<file path="src/rtl/wb_stage_pipe.sv">
// wb_stage_pipe: writeback stage combining the MEM/WB pipeline register,
// the writeback-source mux and a load-return wait state machine.
//
// Ports:
//   clk, rst            clock (rising edge), asynchronous active-high reset
//   in_valid/in_ready   handshake from the memory stage
//   in_wb_sel           writeback source (PCInc, Cond, ReadData, ALU, Imm)
//   in_reg_wr_en/in_wr  register write enable / destination
//   in_pc_inc, in_cond, in_alu, in_imm  candidate writeback values
//   ld_valid/ld_data    load return
//   flush               squash the held or waiting entry
//   rf_we/rf_wr/rf_wd   register-file write port
//   pend_valid/pend_wr  pending-load hazard indication for decode
//   retire_count        retired instruction count (wraps)
//   err                 sticky illegal-select flag
//
// state   | meaning
// EMPTY   | no entry held
// FULL    | entry resolved, written to the register file this cycle
// WAIT_LD | load accepted, read data not yet returned
module wb_stage_pipe #(
  parameter int DATA_W = 16,
  parameter int REG_AW = 3,
  parameter int CNT_W  = 16
) (
  input  logic              clk,
  input  logic              rst,
  input  logic              in_valid,
  output logic              in_ready,
  input  logic [2:0]        in_wb_sel,
  input  logic              in_reg_wr_en,
  input  logic [REG_AW-1:0] in_wr,
  input  logic [DATA_W-1:0] in_pc_inc,
  input  logic              in_cond,
  input  logic [DATA_W-1:0] in_alu,
  input  logic [DATA_W-1:0] in_imm,
  input  logic              ld_valid,
  input  logic [DATA_W-1:0] ld_data,
  input  logic              flush,
  output logic              rf_we,
  output logic [REG_AW-1:0] rf_wr,
  output logic [DATA_W-1:0] rf_wd,
  output logic              pend_valid,
  output logic [REG_AW-1:0] pend_wr,
  output logic [CNT_W-1:0]  retire_count,
  output logic              err
);

  typedef enum logic [1:0] {
    EMPTY   = 2'd0,
    FULL    = 2'd1,
    WAIT_LD = 2'd2
  } stateT;

  localparam logic [2:0] SEL_PC   = 3'b000;
  localparam logic [2:0] SEL_COND = 3'b001;
  localparam logic [2:0] SEL_LOAD = 3'b010;
  localparam logic [2:0] SEL_ALU  = 3'b011;
  localparam logic [2:0] SEL_IMM  = 3'b100;

  stateT             state;
  logic              entryWrEn;
  logic [REG_AW-1:0] entryWr;
  logic [DATA_W-1:0] entryData;
  logic [CNT_W-1:0]  retireCnt;
  logic              errFlag;

  logic              accept;
  logic              selIllegal;
  logic              isLoad;
  logic [DATA_W-1:0] muxData;

  assign in_ready = !flush && (state != WAIT_LD);
  assign accept   = in_valid && in_ready;
  assign isLoad   = (in_wb_sel == SEL_LOAD);

  // Illegal selects resolve to zero; the entry still retires, just without a write.
  always_comb begin
    muxData    = '0;
    selIllegal = 1'b0;
    case (in_wb_sel)
      SEL_PC:   muxData = in_pc_inc;
      SEL_COND: muxData = {{(DATA_W-1){1'b0}}, in_cond};
      SEL_LOAD: muxData = ld_data;
      SEL_ALU:  muxData = in_alu;
      SEL_IMM:  muxData = in_imm;
      default:  selIllegal = 1'b1;
    endcase
  end

  always_ff @(posedge clk or posedge rst) begin
    if (rst) begin
      state     <= EMPTY;
      entryWrEn <= 1'b0;
      entryWr   <= '0;
      entryData <= '0;
      retireCnt <= '0;
      errFlag   <= 1'b0;
    end else begin
      if (state == FULL) begin
        retireCnt <= retireCnt + CNT_W'(1);
      end
      // accept already implies !flush, so a flush never races a new entry.
      if (accept) begin
        entryWr   <= in_wr;
        entryWrEn <= in_reg_wr_en && !selIllegal;
        entryData <= muxData;
        if (selIllegal) begin
          errFlag <= 1'b1;
        end
        state <= (isLoad && !ld_valid) ? WAIT_LD : FULL;
      end else if (flush) begin
        state <= EMPTY;
      end else begin
        case (state)
          FULL: state <= EMPTY;
          WAIT_LD: begin
            if (ld_valid) begin
              entryData <= ld_data;
              state     <= FULL;
            end
          end
          default: state <= EMPTY;
        endcase
      end
    end
  end

  assign rf_we        = (state == FULL) && entryWrEn;
  assign rf_wr        = (state == FULL) ? entryWr : '0;
  assign rf_wd        = (state == FULL) ? entryData : '0;
  assign pend_valid   = (state == WAIT_LD) && entryWrEn;
  assign pend_wr      = (state == WAIT_LD) ? entryWr : '0;
  assign retire_count = retireCnt;
  assign err          = errFlag;

endmodule

</file>
<file path="config.mk">
export PLATFORM = sky130hd
export DESIGN_NAME = wb_stage_pipe
export DESIGN_NICKNAME = d
export VERILOG_FILES = /design/src/rtl/wb_stage_pipe.sv
export SDC_FILE = /design/constraint.sdc
export NUM_CORES = 1
export LEC_CHECK = 0
export CAP_MARGIN = 10
export CORE_UTILIZATION = 40
export CTS_BUF_LIST = sky130_fd_sc_hd__clkbuf_4
export CTS_CLUSTER_DIAMETER = 60
export DETAILED_ROUTE_END_ITERATION = 10
export PLACE_DENSITY = 0.85
export SLEW_MARGIN = 15
export SYNTH_ARGS = -nofsm -noshare
export SYNTH_HDL_FRONTEND = slang
export SYNTH_SLANG_ARGS = --single-unit
</file>
<file path="constraint.sdc">
create_clock -name clk -period 3.2 [get_ports clk]
set_input_delay 0.32 -clock clk [delete_from_list [all_inputs] [get_ports clk]]
set_output_delay 0.32 -clock clk [all_outputs]
set_load 0.02 [all_outputs]
</file>
==> flow_metrics.tcl <==
set metrics [dict create \
    cts_tree "done" \
    fp-row-count 27 \
    hold_class "in -> async" \
    area_growth_syn_to_layout_pct 55.2 \
    coreArea_sq_um 5640 \
    synth_nets 308 \
    cts_buffers 5 \
    drtIter0Drc 87 \
    final_area_sq_um 3700 \
    cts_sinks 39 \
    clk_path_buf_depth 2 \
    insertion_delay_ns 0.34 \
    fin_skew_ns 0.0120 \
    fin_crit_sh_pct 79.4 \
    fmax_mhz 393 \
    synth_ff_type "dfrtp_1" \
    dpl_cell_area_sq_um 3600 \
    min_period_ns 2.54 \
    yosys_warnings 0 \
    ff2ff_path_depth 4 \
    power_switching_share_pct 28.4 \
    regArea_sq_um 976 \
    placed_cells 412 \
    endpoint_kind "output port" \
    multi_input_area_sq_um 1290 \
    synthArstFlopShare_pct 100 \
    synth.distinct_cells 41 \
    run_status "completed" \
    fp.dieH_microns 79.2 \
    synth_edf_count 0 \
    stdcell_count 420 \
    fillers 471 \
    critPathLaunch "state[1]" \
    worstPathArrival_ns 2.22 \
    postCtsResizedCells 0 \
    first_pass_iters 4 \
    tightest_slew_ns 0.774 \
    rr_endpoint "entryData[15]" \
    die_x_microns 79.2 \
    totalWireLength_mm 6.33 \
    pre_cts_ws_ns 0.826 \
    power_per_cell_area_nw_per_um2 415 \
    p_int_mw 1.10 \
    ff2ff_setup_slack_ns 1.01 \
    maxCapViolCount 0 \
    p_leak_nw 1.48 \
    synth_area_sq_um 2390 \
    fin_util_pct 65.6 \
    diodes 0 \
    finalHoldViolCount 0 \
    grt_pass1_wl_mm 10.3 \
    h-tree-depth 2 \
    place_congestion 0.785 \
    p_seq_share_pct 40.9 \
    holdWs_ns 0.246 \
    cts.clk_slew.worst_paths_ns 0.12 \
    viasPerCell 5.16 \
    syn_inst 230 \
    grtUsageTotal_pct 21.4 \
    fin_nets 425 \
    worst_slack_ns 0.658 \
    synthTopCellsByCount "dfrtp_1 (39), nor2_1 (26), and2_1 (23)" \
    combPwrFrac_pct 32.0 \
    setup_tns_ns 0 \
    clkPwrFrac_pct 27.0 \
    boundaryPins 119 \
    ys_seq_area_share_pct 40.9 \
    synth_top_area_cell "dfrtp_1" \
    maxSlewViolCount 0 \
    syn_area_per_cell_sq_um 10.4 \
    antenna_found_initial 0 \
    relSlewSlack_pct 48.4 \
    switchingPower_mw 0.437 \
    grt_pass1_vias 2149 \
    port_buffers 118 \
    r2r-start "state[1]" \
    power_mw 1.54 \
    dieArea_sq_um 6280 \
    root_buffer "clkbuf_4" \
    rsz0062_at_grt "no" \
    vias 2166 \
    cts_hold_buf 0 \
    post_cts_buffers 0 \
    setup_viol 0 \
    synth.most_common_cell "dfrtp_1" \
    start_kind "flop" \
    synth_seq_cells 39 \
    crit_fanout 12 \
    drcViolationCount 0 \
    grt_start_max_net_pins 25 \
    wl_per_cell_microns 15.1 \
    crit_type "reg -> out" \
    drive_gt1_share_pct 14.4 \
    ir_drop_v 0.000261 \
    yosysTopAreaCellShare_pct 40.9 \
    ant_nets 0 \
    dp_hpwl_mm 5.03 \
    synth.area.top_cells "dfrtp_1 (41%), mux2_2 (9.9%), a2bb2oi_2 (6.3%), and2_1 (6.0%), a22oi_1 (5.0%)" \
    start_util_pct 42.3 \
    globalRouteOverflowTotal 0 \
    critical_path_required_ns 2.88 \
]
==> critical path: stages (launching register included) <==
cell and delay [ns]:
dfrtp_1 0.42, nor2b_1 0.64, and2_1 0.22, clkdlybuf4s50_1 0.60
==> area by class of cell <==
| cell class | instances | area share, % |
|---|---|---|
| multi-input combinational | 173 | 34.8 |
| clock buffer | 6 | 1.22 |
| inverter | 4 | 0.406 |
| clock inverter | 2 | 1.62 |
| timing repair buffer | 124 | 33.1 |
| sequential | 39 | 26.4 |
| tap | 72 | 2.43 |
==> how the worst max path moves through the flow <==
stage	endpoint	slack (ns)	cells past startpoint
final	pend_wr[2]	0.66	3
after global routing	pend_wr[0]	0.49	3
after CTS	pend_wr[2]	0.66	3
after detailed placement	entryData[15]	0.83	5
after global placement	entryData[15]	0.94	5
after floorplan	retire_count[8]	1.63	5
==> routing by layer <==
metal  GRT usage [%]  share of wire, %
met2            37.1                52
met3            6.55               6.0
met5               0                 0
met1            24.5                40
met4            8.18               2.1
==> logic make-up (layout without fill, tap and decap cells) <==
family,count (synthesis),in the layout,share of synthesized area [%]
and+or+nand+nor,82,82,19.7
AOI/OAI and AO/OA,54,54,18.3
DFF,39,39,40.9
muxes,21,21,9.91
buffers and inverters,18,136,5.19
xor gates and xnor gates,15,15,5.51
adders and majority gates,1,1,0.524
==> power groups by stage <==
stage               logic, mW  registers, mW  clock network (mW)
floorplan               0.222          0.664                   0
global placement        0.481          0.634                   0
detailed placement      0.498          0.639                   0
CTS                     0.499          0.629               0.428
global route            0.534          0.641               0.444
finish                  0.492          0.629               0.415
==> sequential cells by signal (all words and copies together) (netlist names) <==
register / cells
retire_count: 16
entryWrEn: 1
entryData: 16
state: 2
entryWr: 3
err: 1
==> cells in the final DEF, fill, tap and decap left out, types with 2 or more instances in the layout <==
master             n
clkdlybuf4s50_1  118
dfrtp_1           39
nor2_1            26
and2_1            23
mux2_2            21
a21oi_1           17
a22oi_1           16
xnor2_1           10
a2bb2oi_2         10
nand2_1            8
clkbuf_4           6
buf_4              6
xor2_1             5
a2bb2oi_1          5
nand4_1            3
inv_1              3
nand2b_1           2
nand3_1            2
and4_1             2
nor2b_1            2
o21ai_0            2
nor3_1             2
bufinv_16          2
No activity file was read; power rests on OpenSTA's default activity.
